[config.mk]
export PLATFORM = sky130hd
export DESIGN_NAME = mux_sel_ctrl
export DESIGN_NICKNAME = d
export VERILOG_FILES = /design/src/rtl/mux_sel_ctrl.sv
export SDC_FILE = /design/constraint.sdc
export NUM_CORES = 1
export LEC_CHECK = 0
export BUFFER_PORTS_ARGS = -buffer_cell sky130_fd_sc_hd__buf_2
export CORE_MARGIN = 3
export CORE_UTILIZATION = 30
export DETAILED_ROUTE_END_ITERATION = 8
export PLACE_DENSITY = 0.56
export SLEW_MARGIN = 20
export SYNTH_ARGS = -nofsm -noshare
export SYNTH_HDL_FRONTEND = slang
export SYNTH_SLANG_ARGS = --single-unit
[constraint.sdc]
create_clock -name CLOCK_50 -period 2.2 [get_ports CLOCK_50]
set_input_delay 0 -clock CLOCK_50 [delete_from_list [all_inputs] [get_ports CLOCK_50]]
set_output_delay 0 -clock CLOCK_50 [all_outputs]
set_load 0.005 [all_outputs]
[src/rtl/mux_sel_ctrl.sv]
// rtl/mux_sel_ctrl.sv - debounced / auto-toggling select generator for the nibble mux array
//
// Produces the select line for the 2:1 nibble multiplexer array. A clean
// pushbutton press toggles SEL (manual mode). With the mode switch set, SEL
// also alternates every AUTO_PERIOD cycles (auto mode).
//
// Ports:
//   CLOCK_50   in   system clock, rising edge
//   RESET_N    in   asynchronous active-low reset, synchronous release
//   KEY_IN     in   raw pushbutton, active-low, asynchronous to CLOCK_50
//   MODE       in   raw slide switch, 0 = manual, 1 = auto, asynchronous
//   SEL        out  mux select, 0 = low nibble, 1 = high nibble
//   SEL_PULSE  out  one-cycle strobe on every SEL change
//   PRESS_CNT  out  accepted press count, wraps 255 -> 0

module mux_sel_ctrl #(
    parameter int DEBOUNCE_CYCLES = 500000,
    parameter int AUTO_PERIOD     = 50000000,
    parameter int CNT_W           = 26
) (
    input  logic       CLOCK_50,
    input  logic       RESET_N,
    input  logic       KEY_IN,
    input  logic       MODE,
    output logic       SEL,
    output logic       SEL_PULSE,
    output logic [7:0] PRESS_CNT
);

    localparam logic [CNT_W-1:0] DB_LAST  = CNT_W'(DEBOUNCE_CYCLES - 1);
    localparam logic [CNT_W-1:0] PER_LAST = CNT_W'(AUTO_PERIOD - 1);

    typedef enum logic [1:0] {
        ST_RELEASED     = 2'd0,
        ST_PRESS_WAIT   = 2'd1,
        ST_HELD         = 2'd2,
        ST_RELEASE_WAIT = 2'd3
    } db_state_t;

    // synchronisers
    logic key_meta;
    logic key_s;
    logic mode_meta;
    logic mode_s;

    // debounce
    db_state_t        state;
    db_state_t        state_nxt;
    logic [CNT_W-1:0] db_cnt;
    logic [CNT_W-1:0] db_cnt_nxt;
    logic             press_accept;

    // auto period
    logic [CNT_W-1:0] per_cnt;
    logic [CNT_W-1:0] per_cnt_nxt;
    logic             auto_expire;
    logic             toggle;

    // The key idles high (released) and the switch idles in manual mode, so
    // reset preloads the synchronisers with those levels: leaving reset with
    // the key already held then looks like a fresh fall and is debounced
    // normally instead of producing an instant toggle.
    always_ff @(posedge CLOCK_50 or negedge RESET_N) begin
        if (!RESET_N) begin
            key_meta  <= 1'b1;
            key_s     <= 1'b1;
            mode_meta <= 1'b0;
            mode_s    <= 1'b0;
        end else begin
            key_meta  <= KEY_IN;
            key_s     <= key_meta;
            mode_meta <= MODE;
            mode_s    <= mode_meta;
        end
    end

    always_ff @(posedge CLOCK_50 or negedge RESET_N) begin
        if (!RESET_N) begin
            state  <= ST_RELEASED;
            db_cnt <= '0;
        end else begin
            state  <= state_nxt;
            db_cnt <= db_cnt_nxt;
        end
    end

    // A level is accepted only after it has been seen continuously; any
    // opposite sample falls straight back to the previous stable state.
    always_comb begin
        state_nxt    = state;
        db_cnt_nxt   = db_cnt;
        press_accept = 1'b0;
        case (state)
            ST_RELEASED: begin
                if (!key_s) begin
                    state_nxt  = ST_PRESS_WAIT;
                    db_cnt_nxt = '0;
                end
            end
            ST_PRESS_WAIT: begin
                if (key_s) begin
                    state_nxt = ST_RELEASED;
                end else if (db_cnt == DB_LAST) begin
                    state_nxt    = ST_HELD;
                    press_accept = 1'b1;
                end else begin
                    db_cnt_nxt = db_cnt + CNT_W'(1);
                end
            end
            ST_HELD: begin
                if (key_s) begin
                    state_nxt  = ST_RELEASE_WAIT;
                    db_cnt_nxt = '0;
                end
            end
            ST_RELEASE_WAIT: begin
                if (!key_s) begin
                    state_nxt = ST_HELD;
                end else if (db_cnt == DB_LAST) begin
                    state_nxt = ST_RELEASED;
                end else begin
                    db_cnt_nxt = db_cnt + CNT_W'(1);
                end
            end
            default: begin
                state_nxt  = ST_RELEASED;
                db_cnt_nxt = '0;
            end
        endcase
    end

    // per_cnt sits at 0 in manual mode, so entering auto mode always starts a
    // full period. A press restarts the period so the next auto toggle comes
    // a full period after the manual one; a press coinciding with expiry is a
    // single toggle.
    always_comb begin
        auto_expire = mode_s && (per_cnt == PER_LAST);
        toggle      = press_accept || auto_expire;
        if (toggle || !mode_s) begin
            per_cnt_nxt = '0;
        end else begin
            per_cnt_nxt = per_cnt + CNT_W'(1);
        end
    end

    always_ff @(posedge CLOCK_50 or negedge RESET_N) begin
        if (!RESET_N) begin
            per_cnt   <= '0;
            SEL       <= 1'b0;
            SEL_PULSE <= 1'b0;
            PRESS_CNT <= 8'd0;
        end else begin
            per_cnt   <= per_cnt_nxt;
            SEL       <= SEL ^ toggle;
            SEL_PULSE <= toggle;
            PRESS_CNT <= PRESS_CNT + {7'd0, press_accept};
        end
    end

endmodule

==> flow_summary.ini, run 1 <==
[timing]
finClkSkew_ns = 0.0107
timing.hold.ws_ns = 0.200
hold_violations = 0
finalCritPeriodShare_pct = 96.3
min_period_ns = 2.12
rsz0062_at_grt = yes
finalSetupTns_ns = 0
maxSlewViolCount = 0
worst_slew_pin_slew_ns = 0.634
fmax_mhz = 472
relSlewSlack_pct = 57.7
setup-violations-final = 0

[job]
maxCapViolCount = 0

[clock_tree]
cts.sinks = 68
htreeDepth = 3
path_clk_slew_ns = 0.07
cts_root_buffer = clkbuf_8
clockBufferDepth = 2
worstSkewPairLatency_ns = 0.35
cts_tree = done
cts-buffers-inserted = 9

[worst_setup_path]
slowest_stage = or4bb_4
cp-end-kind = flip-flop
reg2reg_from = db_cnt[19]
crit_top_cell = and3_4
path_class = flip-flop to flip-flop
arrival_ns = 2.36
rrSetupSlack_ns = 0.08
cp.required_ns = 2.44
cp-start-kind = flip-flop
reg2reg_depth = 7
slowest_delay_ns = 0.55
path_cells = or4bb_4 > nor4_4 > and3_4 > ha_4 > and3_4 > nand3_2 > xnor2_1
path_max_fanout = 3
r2r-end = PRESS_CNT[5]

[grt]
grt_max_degree = 43
grt_pass1_wl_um = 12500
grt_pass1_vias = 2603
track_usage_pct = 12.3
antenna_found_initial = 0
globalRouteOverflowTotal = 0

[cells_and_area]
final_cells = 520
fin_nets = 387
nFillCells = 1040
design_area_mm2 = 0.00404
syn2layout_area_growth_pct = 21.6
num_antenna_cells = 0
drive_gt1_share_pct = 18.0

[hold_path]
hold_path_class = input port to async pin

[logic_synthesis]
yosysTopAreaCell = dfrtp_1
ys_types = 38
synth_enable_flop_cells = 0
yosysWarnings = 0
synthTopCellsByArea = dfrtp_1 50%, xor2_1 5.5%, xnor2_1 5.0%
synth_fp_nets = 341
yosysSeqAreaShare_pct = 51.3
syn-mean-instance-area_um2 = 9.98
synthFlopType = dfrtp_1
async_flop_share_pct = 100
synth_cells = 333
synth_top_area_share_pct = 49.7
syn-cell-area_mm2 = 0.00332
ys_seq_elements = 68

[floorplan]
chipHeight_um = 111
die_width_um = 111
start_util_pct = 31.5
pin_count = 14
die-area_mm2 = 0.0124
rows = 37
core_area_mm2 = 0.0106

[route]
viasPerCell = 5.00
first_pass_iters = 4
top_layer_used = met4
wl_met1_um = 3420
routed_wl_um = 7280
route.detailed.drc = 0
drtIter0Drc = 137
vias = 2599
wire_per_inst_um = 14.0
wl_met2_um = 3520
wl_met3_um = 291
ant_nets = 0

[power_and_ir_drop]
p_leak_nw = 1.78
power_density_mw_per_mm2 = 624
p_total_mw = 2.52
ir_worst_vdd_mv = 0.364

[place]
gp_congestion = 0.809
port_buffers = 13
hpwlAfterDp_um = 4970
placed_area_mm2 = 0.00371
place_inst = 499

[run_status]
run_status = completed
cells in the mapped netlist, drive strengths merged, types with 5 or more instances:
| cell type | instances |
|---|---|
| nand2 | 29 |
| o21ai | 10 |
| nor4 | 10 |
| nand3 | 23 |
| and3 | 13 |
| dfrtp | 66 |
| nand4 | 15 |
| or3 | 6 |
| o31ai | 5 |
| and4 | 6 |
| nor3 | 9 |
| or4 | 5 |
| a21oi | 13 |
| xnor2 | 19 |
| inv | 7 |
| xor2 | 21 |
| nor2 | 42 |
power by group:
group          internal (mW)  switching (mW)  total (mW)
logic                 0.0367          0.0687       0.105
registers               1.27          0.0146        1.28
clock network          0.668           0.469        1.14
registers in the layout (all words and copies together) (netlist names), named ones only:
signal     flops
PRESS_CNT      8
SEL            1
SEL_PULSE      1
db_cnt        26
key_meta       1
key_s          1
mode_meta      1
mode_s         1
per_cnt       26
state          1
area by class of cell:
cell class | instances | area [um2] | share of cell area (%)
clock buffers | 12 | 145 | 3.59
inverters | 7 | 26.3 | 0.650
repair buffers | 41 | 295 | 7.30
well taps | 136 | 170 | 4.21
clock inverters | 4 | 72.6 | 1.80
multi-input cells | 252 | 1630 | 40.3
flip-flops and latches | 68 | 1700 | 42.2
critical path: cells and delay by family (launching register included):
kind | cells | cell delay (ns)
adder cells (fa/ha/maj) | 1 | 0.14
flip-flops | 1 | 0.38
AND/OR/NAND/NOR | 5 | 1.37
XOR/XNOR | 1 | 0.13
through the flow:
stage	setup WS [ns]	utilization (%)
global placement	0.0806	35.1
floorplan	0.00668	-
global route	-0.0381	38.3
CTS	0.0149	37.5
finish	0.0819	38.3
detailed placement	0.0161	35.1
how the worst max path moves through the flow:
stage,start,endpoint,cells past startpoint
after floorplan,db_cnt[10],PRESS_CNT[5],7
after global placement,db_cnt[11],PRESS_CNT[5],7
after detailed placement,db_cnt[11],PRESS_CNT[5],7
after CTS,db_cnt[10],PRESS_CNT[5],7
after global routing,db_cnt[9],PRESS_CNT[5],7
final,db_cnt[19],PRESS_CNT[5],7
per-layer routing:
layer / up-vias / global-route usage [%]
li1: 1283 / -
met1: 1277 / 16.1
met2: 35 / 19.0
met3: 4 / 4.75
met4: 0 / 3.33
met5: - / 0
timing repair:
| action | 4_1_cts | 5_1_grt |
|---|---|---|
| resized for setup | 0 | 12 |
| setup buffers | 0 | 1 |
| hold endpoints to repair | 28 | 0 |
| endpoints found under the setup margin | 0 | 38 |
| hold buffers | 3 | 0 |
logic make-up (layout without fill, tap and decap cells):
family	after synthesis	count (layout)	share of synthesized area, %
compound gates	37	37	6.89
flops	68	68	51.3
fa+ha+maj	4	4	1.51
mux	1	1	0.339
buf+inv	14	64	2.15
xor+xnor	40	40	10.5
simple gates	169	170	27.3
layout by cell type, fill, tap and decap left out, types with 3 or more instances in the layout:
cell type	instances
inv_1	6
nor4_1	9
nand2_1	29
or3_1	6
o31ai_1	5
and2_1	4
a21oi_1	13
buf_2	13
nand4_1	15
nand3_1	21
xor2_1	21
dlygate4sd3_1	3
and3_1	11
xnor2_1	19
nor3_1	9
o21ai_0	10
clkbuf_8	10
and4_1	6
buf_4	24
dfrtp_1	66
or4_1	5
nor2_1	42
Note: power is estimated with default switching activity, not from simulation.
==> run 2, diff against run 1 <==
ABC_AREA = 1   (was not set)
GPL_TIMING_DRIVEN = 0   (was not set)
SKIP_CTS_REPAIR_TIMING = 1   (was not set)
==> flow_summary.ini, run 2 <==
[logic_synthesis]
synth.most_common_cell = nand2_1
async_flop_share_pct = 100
syn-mean-instance-area_um2 = 7.03
synthTopCellsByCount = 195 x nand2_1, 115 x nor2_1, 66 x dfrtp_1, 48 x inv_1, 47 x nand3_1
synth_fp_nets = 587
synth_top_area_share_pct = 40.6
synth_cells = 579
yosysWarnings = 0
ys_seq_elements = 68
syn-cell-area_mm2 = 0.00407
synthFlopType = dfrtp_1
synthTopCellsByArea = dfrtp_1 41%, nand2_1 18%, nor2_1 11%
yosysSeqAreaShare_pct = 41.8
ys_types = 28
yosysTopAreaCell = dfrtp_1
synth_enable_flop_cells = 0

[hold_path]
hold_path_class = input port to async pin

[power_and_ir_drop]
ir_worst_vdd_mv = 0.383
p_leak_nw = 2.03
internal_power_mw = 2.07
pwr-share-clk_pct = 47.9
power_frac_comb_pct = 4.7
power_density_mw_per_mm2 = 554
p_sw_mw = 0.647
p_seq_share_pct = 47.4
p_total_mw = 2.72
switching_share_pct = 23.8

[route]
drtIter0Drc = 222
ant_nets = 0
routed_wl_um = 10300
first_pass_iters = 4
vias = 3724
route.detailed.drc = 0
viasPerCell = 4.64
wire_per_inst_um = 12.8

[place]
place_inst = 765
pre_cts_ws_ns = -0.409
placed_area_mm2 = 0.00438
gp_congestion = 0.975
port_buffers = 13
hpwlAfterDp_um = 7700

[timing]
timing.hold.ws_ns = 0.0679
hold_violations = 0
maxSlewViolCount = 0
setup_slack_ns = 0.0956
worst_slew_pin_slew_ns = 0.456
rsz0062_at_grt = yes
min_period_ns = 2.10
relSlewSlack_pct = 69.4
finClkSkew_ns = 0.00539
finalSetupTns_ns = 0
setup-violations-final = 0
finalCritPeriodShare_pct = 95.7
fmax_mhz = 475

[grt]
antenna_found_initial = 0
grt_max_degree = 55
grt_pass1_vias = 3551
grt_pass1_wl_um = 17000
globalRouteOverflowTotal = 0
track_usage_pct = 14.7

[cells_and_area]
layout_commonest_cell = nand2_1
final_cells = 802
reg_top3 = db_cnt: 26 flops, per_cnt: 26 flops, PRESS_CNT: 8 flops
fin_util_pct = 38.0
fin_nets = 633
num_antenna_cells = 0
most-common-layout-cells = 193 x nand2_1, 107 x nor2_1, 57 x dfrtp_1
drive_gt1_share_pct = 15.7
syn2layout_area_growth_pct = 20.6
design_area_mm2 = 0.00491

[worst_setup_path]
arrival_ns = 2.37
r2r-end = PRESS_CNT[5]
cp-start-kind = flip-flop
rrSetupSlack_ns = 0.1
path_max_fanout = 6
reg2reg_from = db_cnt[18]
startpoint = db_cnt[18]
reg2reg_depth = 12
path_class = flip-flop to flip-flop
cp-end-kind = flip-flop
crit_path_end = PRESS_CNT[5]
cp.required_ns = 2.46

[run_status]
run_status = completed

[floorplan]
die-area_mm2 = 0.0150
start_util_pct = 31.5
pin_count = 14
core_area_mm2 = 0.0129
die_width_um = 123
chipHeight_um = 123
rows = 41

[clock_tree]
clockBufferDepth = 2
cts-buffers-inserted = 9
path_clk_slew_ns = 0.05
htreeDepth = 3
cts_tree = done
cts.sinks = 68
cts_root_buffer = clkbuf_16
worstSkewPairLatency_ns = 0.34

[job]
maxCapViolCount = 0
[run 2: cell types whose count changed in the layout (fill, tap and decap cells not counted), sizes merged, moves of 12 or more]
cell | before | now
nand2 | 29 | 197
nor2 | 42 | 120
inv | 7 | 49
nand3 | 23 | 52
a21oi | 13 | 0
xnor2 | 19 | 6
and3 | 13 | 1
[run 2: cell families (layout without fill, tap and decap cells)]
| family | Yosys count | after routing | share of synthesized area (%) |
|---|---|---|---|
| flops | 68 | 68 | 41.8 |
| fa+ha+maj | 4 | 4 | 1.23 |
| buf+inv | 57 | 108 | 6.39 |
| simple gates | 395 | 395 | 40.8 |
| compound gates | 26 | 26 | 3.53 |
| xor+xnor | 29 | 29 | 6.24 |
[run 2: final cells by class]
class	count	area, um2
fillers	1392	8020
multi-input cells	454	2180
flip-flops and latches	68	1720
repair buffers	36	268
clock buffers	10	229
well taps	172	215
inverters	49	186
plain buffers	7	72.6
clock inverters	6	41.3
[run 2: worst min-delay path by stage]
stage	startpoint	endpoint	slack [ns]	depth (start not counted)
after floorplan	RESET_N	PRESS_CNT[0]	-0.30	0
after global placement	MODE	mode_meta	0.11	1
after detailed placement	RESET_N	db_cnt[18]	-0.12	1
after CTS	RESET_N	db_cnt[18]	-0.48	1
after global routing	RESET_N	db_cnt[18]	0.07	2
final	RESET_N	db_cnt[18]	0.07	2
[run 2: critical path, cell delays in order (launching register included)]
cell,delay [ns]
dfrtp_1,0.47
nand2_1,0.13
nor2_2,0.14
nand4_1,0.13
nor2_2,0.15
nand2_2,0.08
nor2_2,0.11
ha_2,0.19
and3_4,0.19
nand2_2,0.06
nor2_4,0.12
buf_4,0.12
xor2_2,0.13
[run 2: metal layers]
| metal | GRT usage [%] | wire (um) | up-vias |
|---|---|---|---|
| met5 | 0 | 0 | - |
| met4 | 6.16 | 216 | 0 |
| met3 | 3.50 | 404 | 16 |
| met2 | 22.6 | 4560 | 66 |
| met1 | 19.9 | 5070 | 1736 |
| li1 | - | - | 1906 |
[run 2: power groups by stage]
stage               sequential [mW]  clock, mW  combinational, mW
global route                   1.29       1.40              0.144
finish                         1.29       1.30              0.128
detailed placement             1.31          0              0.119
CTS                            1.29       1.36              0.120
floorplan                      1.30          0             0.0618
global placement               1.31          0              0.110
